$ cat config.mk
export PLATFORM = sky130hd
export DESIGN_NAME = rf_wb_sequencer
export DESIGN_NICKNAME = d
export VERILOG_FILES = /design/src/rtl/rf_pkg.sv /design/src/rtl/rf_wb_fifo.sv /design/src/rtl/rf_wb_sequencer.sv
export SDC_FILE = /design/constraint.sdc
export NUM_CORES = 1
export LEC_CHECK = 0
export ABC_CLOCK_PERIOD_IN_PS = 9850
export CAP_MARGIN = 20
export CORE_UTILIZATION = 50
export CTS_CLUSTER_SIZE = 14
export DETAILED_ROUTE_END_ITERATION = 10
export PLACE_DENSITY_LB_ADDON = 0.08
export SYNTH_ARGS = -nofsm -noshare
export SYNTH_HDL_FRONTEND = slang
export SYNTH_SLANG_ARGS = --single-unit
$ cat constraint.sdc
create_clock -name clk -period 9.85 [get_ports clk]
set_clock_uncertainty 0.1 [all_clocks]
set_input_delay 1.97 -clock clk [delete_from_list [all_inputs] [get_ports clk]]
set_output_delay 1.97 -clock clk [all_outputs]
set_load 0.05 [all_outputs]
$ cat src/rtl/rf_pkg.sv
// ----------------------------------------------------------------------------
// rf_pkg
// Shared definitions for the 32x32 register file and its users.
//   XLEN       : architectural data width
//   AW         : register address width
//   NUM_REGS   : number of architectural registers
//   reg_addr_t : register index
//   xlen_t     : register value
//   wb_entry_t : one pending writeback (destination + value)
//   cnt_w()    : width of an occupancy counter for a given depth
// ----------------------------------------------------------------------------
package rf_pkg;

    localparam int unsigned XLEN     = 32;
    localparam int unsigned AW       = 5;
    localparam int unsigned NUM_REGS = 32;

    typedef logic [AW-1:0]   reg_addr_t;
    typedef logic [XLEN-1:0] xlen_t;

    typedef struct packed {
        reg_addr_t addr;
        xlen_t     data;
    } wb_entry_t;

    // Occupancy 0..depth inclusive needs one more state than a pointer.
    function automatic int unsigned cnt_w(input int unsigned depth);
        return $clog2(depth + 1);
    endfunction

endpackage

$ cat src/rtl/rf_wb_fifo.sv
// ----------------------------------------------------------------------------
// rf_wb_fifo
// Circular buffer of pending register writebacks. Storage is not reset; only
// the pointers and the occupancy count are. Every entry is exposed together
// with a valid bit so the parent can search it for forwarding.
//
// Ports:
//   clk, rst_n    : clock, asynchronous active-low reset
//   i_push        : enqueue i_push_addr/i_push_data at the tail
//   i_pop         : dequeue the head (never asserted when empty)
//   o_full        : count == DEPTH
//   o_empty       : count == 0
//   o_count       : current occupancy
//   o_rd_ptr      : physical index of the oldest entry
//   o_valid       : per-physical-entry valid bit
//   o_ent_addr    : per-entry destination register
//   o_ent_data    : per-entry value
//   o_head_addr   : destination of the oldest entry
//   o_head_data   : value of the oldest entry
// ----------------------------------------------------------------------------
module rf_wb_fifo #(
    parameter int unsigned DEPTH = 4,
    parameter int unsigned XLEN  = rf_pkg::XLEN,
    parameter int unsigned AW    = rf_pkg::AW
) (
    input  logic                            clk,
    input  logic                            rst_n,
    input  logic                            i_push,
    input  logic [AW-1:0]                   i_push_addr,
    input  logic [XLEN-1:0]                 i_push_data,
    input  logic                            i_pop,
    output logic                            o_full,
    output logic                            o_empty,
    output logic [$clog2(DEPTH+1)-1:0]      o_count,
    output logic [$clog2(DEPTH)-1:0]        o_rd_ptr,
    output logic [DEPTH-1:0]                o_valid,
    output logic [AW-1:0]                   o_ent_addr [DEPTH],
    output logic [XLEN-1:0]                 o_ent_data [DEPTH],
    output logic [AW-1:0]                   o_head_addr,
    output logic [XLEN-1:0]                 o_head_data
);

    import rf_pkg::*;

    localparam int unsigned PW = $clog2(DEPTH);
    localparam int unsigned CW = cnt_w(DEPTH);

    logic [PW-1:0]   r_rd_ptr;
    logic [PW-1:0]   r_wr_ptr;
    logic [CW-1:0]   r_count;
    logic [CW-1:0]   w_count_d;

    logic [AW-1:0]   r_addr_mem [DEPTH];
    logic [XLEN-1:0] r_data_mem [DEPTH];

    // Occupancy: simultaneous push and pop leave it unchanged.
    always_comb begin
        w_count_d = r_count;
        unique case ({i_push, i_pop})
            2'b10:   w_count_d = r_count + CW'(1);
            2'b01:   w_count_d = r_count - CW'(1);
            default: w_count_d = r_count;
        endcase
    end

    always_ff @(posedge clk or negedge rst_n) begin
        if (!rst_n) begin
            r_rd_ptr <= '0;
            r_wr_ptr <= '0;
            r_count  <= '0;
        end else begin
            if (i_push) begin
                r_wr_ptr <= r_wr_ptr + PW'(1);
            end
            if (i_pop) begin
                r_rd_ptr <= r_rd_ptr + PW'(1);
            end
            r_count <= w_count_d;
        end
    end

    // Payload storage has no reset; valid bits alone qualify the contents.
    always_ff @(posedge clk) begin
        if (i_push) begin
            r_addr_mem[r_wr_ptr] <= i_push_addr;
            r_data_mem[r_wr_ptr] <= i_push_data;
        end
    end

    // An entry is live when its distance from the head is below the count.
    for (genvar gi = 0; gi < DEPTH; gi++) begin : g_valid
        logic [PW-1:0] w_off;
        assign w_off          = PW'(gi) - r_rd_ptr;
        assign o_valid[gi]    = (CW'(w_off) < r_count);
        assign o_ent_addr[gi] = r_addr_mem[gi];
        assign o_ent_data[gi] = r_data_mem[gi];
    end

    assign o_full      = (r_count == CW'(DEPTH));
    assign o_empty     = (r_count == '0);
    assign o_count     = r_count;
    assign o_rd_ptr    = r_rd_ptr;
    assign o_head_addr = r_addr_mem[r_rd_ptr];
    assign o_head_data = r_data_mem[r_rd_ptr];

endmodule

$ cat src/rtl/rf_wb_sequencer.sv
// ----------------------------------------------------------------------------
// rf_wb_sequencer
// Write-side scheduler for the 32x32 register file. Writeback results are
// queued and drained through the single RF write port only in cycles where
// decode is not reading, because the RF refreshes rD1/rD2 only while we=0.
// Decode reads see queued-but-unwritten results through a bypass search.
//
// Ports:
//   clk, rst_n          : clock, asynchronous active-low reset
//   wb_valid/wb_ready   : writeback handshake (wb_ready = FIFO not full)
//   wb_addr, wb_data    : writeback destination and value (x0 dropped)
//   rd_req/rd_ready     : decode read request / grant
//   rs1, rs2            : decode source registers
//   rs1_data, rs2_data  : operands after bypass (meaningful when rd_ready)
//   rf_rR1, rf_rR2      : RF read addresses (pass-through of rs1/rs2)
//   rf_rD1, rf_rD2      : RF read data
//   rf_we, rf_wR, rf_wD : RF write port, driven from the FIFO head
//   pending             : FIFO occupancy
// ----------------------------------------------------------------------------
module rf_wb_sequencer #(
    parameter int unsigned DEPTH = 4,
    parameter int unsigned XLEN  = rf_pkg::XLEN,
    parameter int unsigned AW    = rf_pkg::AW
) (
    input  logic                        clk,
    input  logic                        rst_n,
    input  logic                        wb_valid,
    output logic                        wb_ready,
    input  logic [AW-1:0]               wb_addr,
    input  logic [XLEN-1:0]             wb_data,
    input  logic                        rd_req,
    output logic                        rd_ready,
    input  logic [AW-1:0]               rs1,
    input  logic [AW-1:0]               rs2,
    output logic [XLEN-1:0]             rs1_data,
    output logic [XLEN-1:0]             rs2_data,
    output logic [AW-1:0]               rf_rR1,
    output logic [AW-1:0]               rf_rR2,
    input  logic [XLEN-1:0]             rf_rD1,
    input  logic [XLEN-1:0]             rf_rD2,
    output logic                        rf_we,
    output logic [AW-1:0]               rf_wR,
    output logic [XLEN-1:0]             rf_wD,
    output logic [$clog2(DEPTH+1)-1:0]  pending
);

    import rf_pkg::*;

    localparam int unsigned PW = $clog2(DEPTH);
    localparam int unsigned CW = cnt_w(DEPTH);

    logic            w_push;
    logic            w_pop;
    logic            w_full;
    logic            w_empty;
    logic [CW-1:0]   w_count;
    logic [PW-1:0]   w_rd_ptr;
    logic [DEPTH-1:0] w_valid;
    logic [AW-1:0]   w_ent_addr [DEPTH];
    logic [XLEN-1:0] w_ent_data [DEPTH];
    logic [AW-1:0]   w_head_addr;
    logic [XLEN-1:0] w_head_data;
    logic [PW-1:0]   w_idx;
    logic [XLEN-1:0] w_rs1_data;
    logic [XLEN-1:0] w_rs2_data;

    rf_wb_fifo #(
        .DEPTH (DEPTH),
        .XLEN  (XLEN),
        .AW    (AW)
    ) u_fifo (
        .clk         (clk),
        .rst_n       (rst_n),
        .i_push      (w_push),
        .i_push_addr (wb_addr),
        .i_push_data (wb_data),
        .i_pop       (w_pop),
        .o_full      (w_full),
        .o_empty     (w_empty),
        .o_count     (w_count),
        .o_rd_ptr    (w_rd_ptr),
        .o_valid     (w_valid),
        .o_ent_addr  (w_ent_addr),
        .o_ent_data  (w_ent_data),
        .o_head_addr (w_head_addr),
        .o_head_data (w_head_data)
    );

    // wb_ready depends on registered occupancy only, never on rd_req.
    assign wb_ready = !w_full;
    // x0 writes complete the handshake but are never queued.
    assign w_push   = wb_valid && !w_full && (wb_addr != '0);

    // Reads win the RF unless the FIFO is full; then one drain is forced.
    assign w_pop    = !w_empty && (!rd_req || w_full);
    assign rd_ready = rd_req && !w_pop;

    assign rf_we    = w_pop;
    assign rf_wR    = w_head_addr;
    assign rf_wD    = w_head_data;
    assign rf_rR1   = rs1;
    assign rf_rR2   = rs2;
    assign pending  = w_count;

    // Walk from oldest to youngest so the last hit is the newest value.
    // Only registered FIFO state is searched: a same-cycle push is not seen.
    always_comb begin
        w_rs1_data = rf_rD1;
        w_rs2_data = rf_rD2;
        w_idx      = '0;
        for (int k = 0; k < DEPTH; k++) begin
            w_idx = w_rd_ptr + PW'(k);
            if (w_valid[w_idx] && (w_ent_addr[w_idx] == rs1)) begin
                w_rs1_data = w_ent_data[w_idx];
            end
            if (w_valid[w_idx] && (w_ent_addr[w_idx] == rs2)) begin
                w_rs2_data = w_ent_data[w_idx];
            end
        end
        if (rs1 == '0) begin
            w_rs1_data = '0;
        end
        if (rs2 == '0) begin
            w_rs2_data = '0;
        end
    end

    assign rs1_data = w_rs1_data;
    assign rs2_data = w_rs2_data;

endmodule

# == Yosys cells after proc, flatten, opt, wreduce, memory -nomap -nowiden ==
# Memory sizes are Yosys's and may differ from the RTL's.
# Cells that the tools add are included.
# totals
ff_bits,7
latch_bits,0
ramBits,148
rom_bits,0
output_inout_bits,117
word_cells,109
memories,2
# op_classes
n_addsub,10
multipliers,0
div_mod_pow,0
order_cmp,12
n_eq_ne,11
n_shift,0
n_mux,45
bitwise_logic,4
reduce_logical,22
# memory_table
memory,depth,word_bits,rd,rd_clocked_by_memory_dff,write_ports,line_no,source
u_fifo.r_data_mem,4,32,5,0,1,rf_wb_fifo.sv:54,logic [XLEN-1:0] r_data_mem [DEPTH];
u_fifo.r_addr_mem,4,5,5,0,1,rf_wb_fifo.sv:53,logic [AW-1:0] r_addr_mem [DEPTH];
# op_table
operator,count
2-to-1 mux 32 bit,18
binary-select mux 32 bit (select 2 bit),4
binary-select mux 5 bit (select 2 bit),4
== test 5 bit,8
2-to-1 mux 5 bit,8
greater-or-equal comparator 3 bit (second input constant),4
logical AND 1 bit,12
< comparator 2 x 3 -> 1 bit,4
< comparator 2 x 3 -> 1 bit (second input constant),4
NOT 2 -> 3 bit,4
logical NOT 5 bit,2
binary-select mux 1 bit (select 2 bit),4
2-to-1 mux 1 bit,6
one-hot mux 3 bit (2 select lines),1
nonzero test 5 bit,1
adder 2 x 1 -> 2 bit (second input constant),2
adder 2 bit (second input constant),2
logical NOT 1 bit,4
subtractor 1 x 2 -> 2 bit (first input constant),2
subtractor 2 bit (first input constant),2
adder 3 x 1 -> 3 bit (second input constant),1
== test 3 bit (second input constant),1
logical NOT 3 bit,1
subtractor 3 x 1 -> 3 bit (second input constant),1
other kinds (4),4

# == Longest topological paths before layout ==
# Gate-level depths: netlist of run 1.
# logic_depth
depth_word,11
depth_mapped,14

# == Modules after synthesis ==
# A second synthesis of run 1 with hierarchy kept.
# unflattened
hier_cells,1295
hier_area_um2,12673.4
# modules_own_cells
mod,instances,cells_per_inst,area_per_inst_um2,seq_area_each_um2
rf_wb_sequencer,1,1046,6769.0,0.0
rf_wb_fifo,1,249,5904.4,4619.4

# == Least setup slack after synthesis of run 1 ==
# OpenSTA, ideal clock, no wires.
# synth_timing
path_type,input to output
from,input port rs1[4]
to,output port rs1_data[29]
arrival_time_ns,4.530
required_time_ns,7.780
slack_ns,3.250
cell_stages,8
path_buffers,3
cell_sequence,clkbuf_1 > xnor2_1 > nand2_1 > or4_1 > buf_2 > and3b_1 > buf_6 > a2111oi_2
# synth_via
elab_chain_len,7
word_cells_on_any_way,14
# synth_rtl
element,line_no,source
"start, declared",rf_wb_sequencer.sv:33,"input logic [AW-1:0] rs1,"
== test 5 bit,rf_wb_sequencer.sv:113,if (w_valid[w_idx] && (w_ent_addr[w_idx] == rs1)) begin
logical AND 1 bit,rf_wb_sequencer.sv:113,
2-to-1 mux 32 bit (4 in a row),rf_wb_sequencer.sv:113,
2-to-1 mux 32 bit (*),rf_wb_sequencer.sv:120,if (rs1 == '0) begin
"end, declared",rf_wb_sequencer.sv:35,"output logic [XLEN-1:0] rs1_data,"
# Every way passes the cells marked *; elsewhere a longest branch is shown, timed or not.

# == Final worst setup path of run 1 ==
# layout_timing
from,register u_fifo.r_rd_ptr[0] (netlist: u_fifo.o_rd_ptr[0])
to,output port rs1_data[27]
# layout_via
elab_chain_len,11
word_cells_on_any_way,60
# layout_rtl
element,line_no,source
"start, declared",rf_wb_fifo.sv:48,logic [PW-1:0] r_rd_ptr;
"start signal, assigned",rf_wb_fifo.sv:76,r_rd_ptr <= r_rd_ptr + PW'(1);
"parallel branches: the longest is 9 deep, another holds < comparator 2 x 3 -> 1 bit",--,
2-to-1 mux 32 bit (*),rf_wb_sequencer.sv:113,
2-to-1 mux 32 bit (*),rf_wb_sequencer.sv:120,
# Mark *: on every way between the ends. The select of a mux whose other input is x is not followed.

==> impl_metrics.toml, run 1 <==
[synth]
synthesis.nets = 1318
ys_ff_latch = 155
yosysWarnings = 0
yosys.area.top_type_share_pct = 37.90
syn_area_mm2 = 0.01173
ys.flop_type = "edfxtp_1"
postSynthAreaPerCell_um2 = 9.830
ys_seq_area_share_pct = 39.39
synth_cells = 1193
yosys-top-cells-area = "edfxtp_1, mux2i_1, o21ai_0, a211oi_1, a31oi_1"
synth_top_area_cell = "edfxtp_1"
synthArstFlopShare_pct = 4.516
synth_edf_count = 148
ys_types = 54

[routing]
drt_iter0_markers = 811
wire_per_inst_um = 21.65
drt_first_pass_iters = 5
ant_nets = 0
drt-total-wl_um = 35860
route.detailed.drc = 0
via_count = 10593
avgViaCountPerCell = 6.397

[die]
start_util_pct = 51.33
die_w_um = 155.2
chipHeight_um = 155.2
core.rowCount = 55
core_region_area_mm2 = 0.02285
boundaryPins = 232
die-area_mm2 = 0.02407

[clock_tree]
cts_resized = 0
cts-root-buf = "clkbuf_16"
clock_sinks = 155
post_cts_buffers = 0
worst_skew_pair.late_latency_ps = 430
path_clk_slew_ps = 70
clk_path_buf_depth = 2
cts_buffers = 17
cts_tree = "built"
h-tree-depth = 4
ctsHoldBuffers = 0

[pwr]
ir_worst_vdd_v = 0.0002171
p_int_mw = 2.712
p_comb_share_pct = 69.9
p_sw_share_pct = 53.75
power_switching_mw = 3.151
p_seq_share_pct = 17.8
powerDensity_mw_per_mm2 = 399.1
p_leak_nw = 4.976
p_clk_share_pct = 12.3

[layout]
drive_gt1_share_pct = 10.80
syn_to_final_growth_pct = 25.25
final_common_cell = "clkdlybuf4s50_1"
nets = 1454
layout_common_cells = "clkdlybuf4s50_1, edfxtp_1, o21ai_0"

[timing]
maxSlewViolCount = 0
worst_slack_ps = 1484
max_freq_ghz = 0.1195
fin_crit_ps = 8366
finalSetupViolCount = 0
fin_tns_setup_ps = 0
fin_crit_sh_pct = 84.93
rsz0062_at_grt = "false"
slew_headroom_pct = 33.10
report.final.hold_viol_count = 0
worst_pin_slew_ps = 1001
hold_ws_ps = 486.8

[setup_path]
worstPathRequired_ps = 7780
worstPathMaxFanout = 85
end_kind = "output port"
worstSetupPathType = "reg2out"
critPathLaunchType = "flop"
worstPathArrival_ps = 6300

[worst_hold_path]
hold_class = "reg2reg"

[place]
gp_congestion = 0.8838
hpwl_um = 24000
pre_cts_slack_ps = 1555
io_buffer_count = 231

[grt]
gr-usage-all-layers_pct = 30.06
grt_pass1_vias = 10015
grt_overflow = 0
antenna_found_initial = 2
grt_pass1_wl_um = 55680
grt_max_degree = 86

[outcome]
outcome = "finished clean"

[run]
cap_violations = 0
-- kinds of logic (layout without fill, tap and decap cells) --
kind of cell / Yosys count / after routing / share of synthesized area, %
adders and majority gates: 10 / 10 / 1.131
and+or+nand+nor: 214 / 214 / 9.207
other: 0 / 1 / 0
buffers and inverters: 154 / 303 / 5.943
AOI/OAI and AO/OA: 483 / 483 / 27.39
muxes: 130 / 130 / 13.37
DFF: 155 / 155 / 39.39
xor gates and xnor gates: 47 / 47 / 3.574
-- per-stage QoR --
stage	total power [mW]	util [%]	std cells	cell area (µm²)
after floorplan	3.990	-	1193	11730
after global placement	5.068	61.27	1621	14000
after detailed placement	5.107	61.27	1621	14000
after CTS	5.835	64.11	1653	14650
after global routing	6.178	64.29	1656	14690
final	5.862	64.29	1656	14690
-- registers in the layout, indices dropped and copies added, names as in the netlist --
signal,count
u_fifo.o_rd_ptr,2
u_fifo.r_addr_mem,20
u_fifo.r_wr_ptr,2
u_fifo.o_count,3
u_fifo.r_data_mem,128
-- synth_stat cells (2+ instances only) --
library cell    n
edfxtp_1      148
o21ai_0       123
nand2_1        95
a21oi_1        94
a31oi_1        87
clkbuf_1       82
a211oi_1       81
mux2i_1        73
a221o_1        42
mux2_2         37
nor2_1         37
xnor2_1        37
nor2b_1        31
buf_2          29
o22ai_1        22
a2111oi_2      20
and3_1         19
mux4_2         16
buf_4          15
inv_1          15
buf_1           9
ha_1            9
xor2_1          9
and2_1          7
dfrtp_1         7
nor3_1          6
nor4_4          4
a21boi_0        3
mux2_1          3
nand3_1         3
or4_1           3
buf_6           2
nand2b_1        2
nor4_2          2
o21a_1          2
-- power by group through the flow --
| stage | clock (mW) | combinational [mW] | sequential, mW |
|---|---|---|---|
| after floorplan | 0 | 3.03 | 0.960 |
| after detailed placement | 0 | 4.05 | 1.05 |
| after global placement | 0 | 4.02 | 1.04 |
| after global routing | 0.757 | 4.35 | 1.07 |
| after CTS | 0.725 | 4.07 | 1.04 |
| final | 0.721 | 4.10 | 1.04 |
-- area by class of cell --
type,instances,area (µm²)
Fill cell,1863,8158
Clock buffer,19,432.9
Timing Repair Buffer,255,2517
Antenna cell,1,2.502
Clock inverter,13,216.5
Multi-Input combinational cell,884,6439
Sequential cell,155,4627
Tap cell,313,391.6
Inverter,16,62.56
-- worst paths after layout --
kind / startpoint / endpoint / slack [ps] / cells past startpoint
hold / removal: u_fifo.o_count[1]$_DFFE_PN0P_ / u_fifo.o_count[1]$_DFFE_PN0P_ / 490 / 2
hold reg to reg: u_fifo.o_count[1]$_DFFE_PN0P_ / u_fifo.o_count[1]$_DFFE_PN0P_ / 490 / 2
setup reg to reg: u_fifo.o_rd_ptr[0]$_DFFE_PN0P_ / u_fifo.o_rd_ptr[0]$_DFFE_PN0P_ / 7280 / 3
setup / recovery: u_fifo.o_rd_ptr[0]$_DFFE_PN0P_ / rs1_data[27] / 1480 / 9
max in group asynchronous: rst_n / u_fifo.o_rd_ptr[1]$_DFFE_PN0P_ / 7660 / 1
min in group asynchronous: rst_n / u_fifo.o_count[1]$_DFFE_PN0P_ / 1710 / 1
-- layer usage --
metal	wire [µm]	part of all wire, %	track usage (%)
met1	15260	43	40.20
met2	16870	47	49.01
met3	2660	7.4	4.680
met4	1048	2.9	11.83
met5	13	0.036	0
-- critical path: stages, from the launching register on --
cell	delay, ps
dfrtp_4	1060
buf_4	690
nor3b_1	250
a311oi_1	80
mux2_2	350
or4_2	1090
nand2_1	870
o22ai_1	190
a2111oi_2	360
clkdlybuf4s50_1	880
Power figures use the tool's default switching activity.
==> inputs of run 2 (changes only) <==
ABC_CLOCK_PERIOD_IN_PS = 8730   (was 9850)
clock period = 8.73 ns   (was 9.85 ns; I/O delays follow)
==> run 2 against run 1 <==
Routed wire length is 0.36% lower. Clock-buffer cell count stayed put. Critical path depth is 3 higher. Sequential share of layout area is 0.056 points lower. Sequential power is 9.6% higher. Cell area is 0.18% higher. Largest power group unchanged. Via count is 0.55% lower. Final cell count is 0.30% higher. Core utilization is 0.11 points higher.
==> impl_metrics.toml, run 2 (synthesis results as in run 1) <==
[clock_tree]
cts_buffers = 17
h-tree-depth = 4
worst_skew_pair.late_latency_ps = 420
post_cts_buffers = 0
cts-root-buf = "clkbuf_16"
clock_sinks = 155
clk_path_buf_depth = 2
cts_tree = "built"
ctsHoldBuffers = 0
path_clk_slew_ps = 60
cts_resized = 0

[timing]
report.final.hold_viol_count = 0
slew_headroom_pct = 28.29
rsz0062_at_grt = "false"
maxSlewViolCount = 0
fin_crit_sh_pct = 91.93
fin_tns_setup_ps = 0
max_freq_ghz = 0.1246
worst_slack_ps = 704.3
worst_pin_slew_ps = 1073
hold_ws_ps = 477.9
finalSetupViolCount = 0
fin_crit_ps = 8026

[grt]
gr-usage-all-layers_pct = 29.88
antenna_found_initial = 2
grt_overflow = 0
grt_max_degree = 106
grt_pass1_wl_um = 55030
grt_pass1_vias = 9867

[setup_path]
crit_family = "simple AND/OR/NAND/NOR gates"
crit_path_top_delay_cell = "dfrtp_4"
worstPathMaxFanout = 73
worstPathArrival_ps = 6180
cp_cell_sequence = "xnor2_2 > inv_1 > ha_1 > nor3b_1 > a311oi_1 > mux2_2 > or4_2 > or3b_1 > buf_4 > a211oi_1 > a2111oi_2 > clkdlybuf4s50_1"
critPathLaunchType = "flop"
worstSetupPathType = "reg2out"
max_stage_delay_ps = 1050
worstPathRequired_ps = 6880
crit_buf_inv = 3
end_kind = "output port"

[routing]
via_count = 10535
drt-total-wl_um = 35730
avgViaCountPerCell = 6.343
ant_nets = 0
route.detailed.drc = 0
drt_iter0_markers = 914
drt_first_pass_iters = 5
wire_per_inst_um = 21.51

[place]
gp_congestion = 0.8800
io_buffer_count = 231
placed_area_mm2 = 0.01400
pre_cts_slack_ps = 915.8
hpwl_um = 24100
dp_cells = 1622

[die]
die-area_mm2 = 0.02407
core.rowCount = 55
boundaryPins = 232
die_w_um = 155.2
core_region_area_mm2 = 0.02285
chipHeight_um = 155.2
start_util_pct = 51.33

[layout]
finalNonFillerCells = 1661
nets = 1459
largest_register_ffs = 128
layout_common_cells = "clkdlybuf4s50_1, edfxtp_1, o21ai_0"
syn_to_final_growth_pct = 25.48
top_register = "u_fifo.r_data_mem"
final_common_cell = "clkdlybuf4s50_1"
drive_gt1_share_pct = 11.06
final_util_pct = 64.41
final_cell_area_mm2 = 0.01472

[pwr]
ir_worst_vdd_v = 0.0002283
p_leak_nw = 4.973
totalPowerFinal_mw = 6.544
powerDensity_mw_per_mm2 = 444.7

[outcome]
outcome = "finished clean"

[worst_hold_path]
hold_class = "reg2reg"

[run]
cap_violations = 0
[run 2: cell count changes in the layout (fill, tap and decap cells not counted), sizes merged]
cell	delta
clkinvlp	+4
inv	+1
bufinv	-3
buf	+5
clkinv	-2
[run 2: final cells by class]
class,count,area [µm²]
flip-flops and latches,155,4627
clock inverters,13,142.6
clock buffers,19,432.9
repair buffers,260,2618
well taps,313,391.6
inverters,16,62.56
fillers,1870,8132
diodes,1,2.502
multi-input cells,884,6439
[run 2: worst paths after layout]
kind	start	end	slack, ps	depth (start not counted)
worst min register to register	u_fifo.o_count[1]$_DFFE_PN0P_	u_fifo.o_count[1]$_DFFE_PN0P_	480	2
worst max register to register	u_fifo.o_count[0]$_DFFE_PN0P_	u_fifo.r_data_mem[2][4]$_DFFE_PP_	6310	5
worst max-delay path	u_fifo.o_rd_ptr[1]$_DFFE_PN0P_	rs1_data[12]	700	12
max in group asynchronous	rst_n	u_fifo.o_rd_ptr[1]$_DFFE_PN0P_	6790	1
worst min-delay path	u_fifo.o_count[1]$_DFFE_PN0P_	u_fifo.o_count[1]$_DFFE_PN0P_	480	2
min in group asynchronous	rst_n	u_fifo.o_count[1]$_DFFE_PN0P_	1470	1
[run 2: power breakdown]
part	internal, mW	switching (mW)
Clock	0.422	0.310
Combinational	1.59	3.08
Sequential	0.986	0.155
[run 2: tightest hold or removal path, cell delays in order (launching register included)]
cell     delay (ps)
dfrtp_1         400
nand2_1          60
o21ai_0          80
[run 2: metal layers]
layer | wire (µm) | vias up | track usage [%]
met3 | 2691 | 78 | 5.292
met2 | 16610 | 462 | 48.43
met1 | 15290 | 5054 | 39.54
met5 | 12 | - | 0
met4 | 1128 | 2 | 12.35
li1 | - | 4939 | -
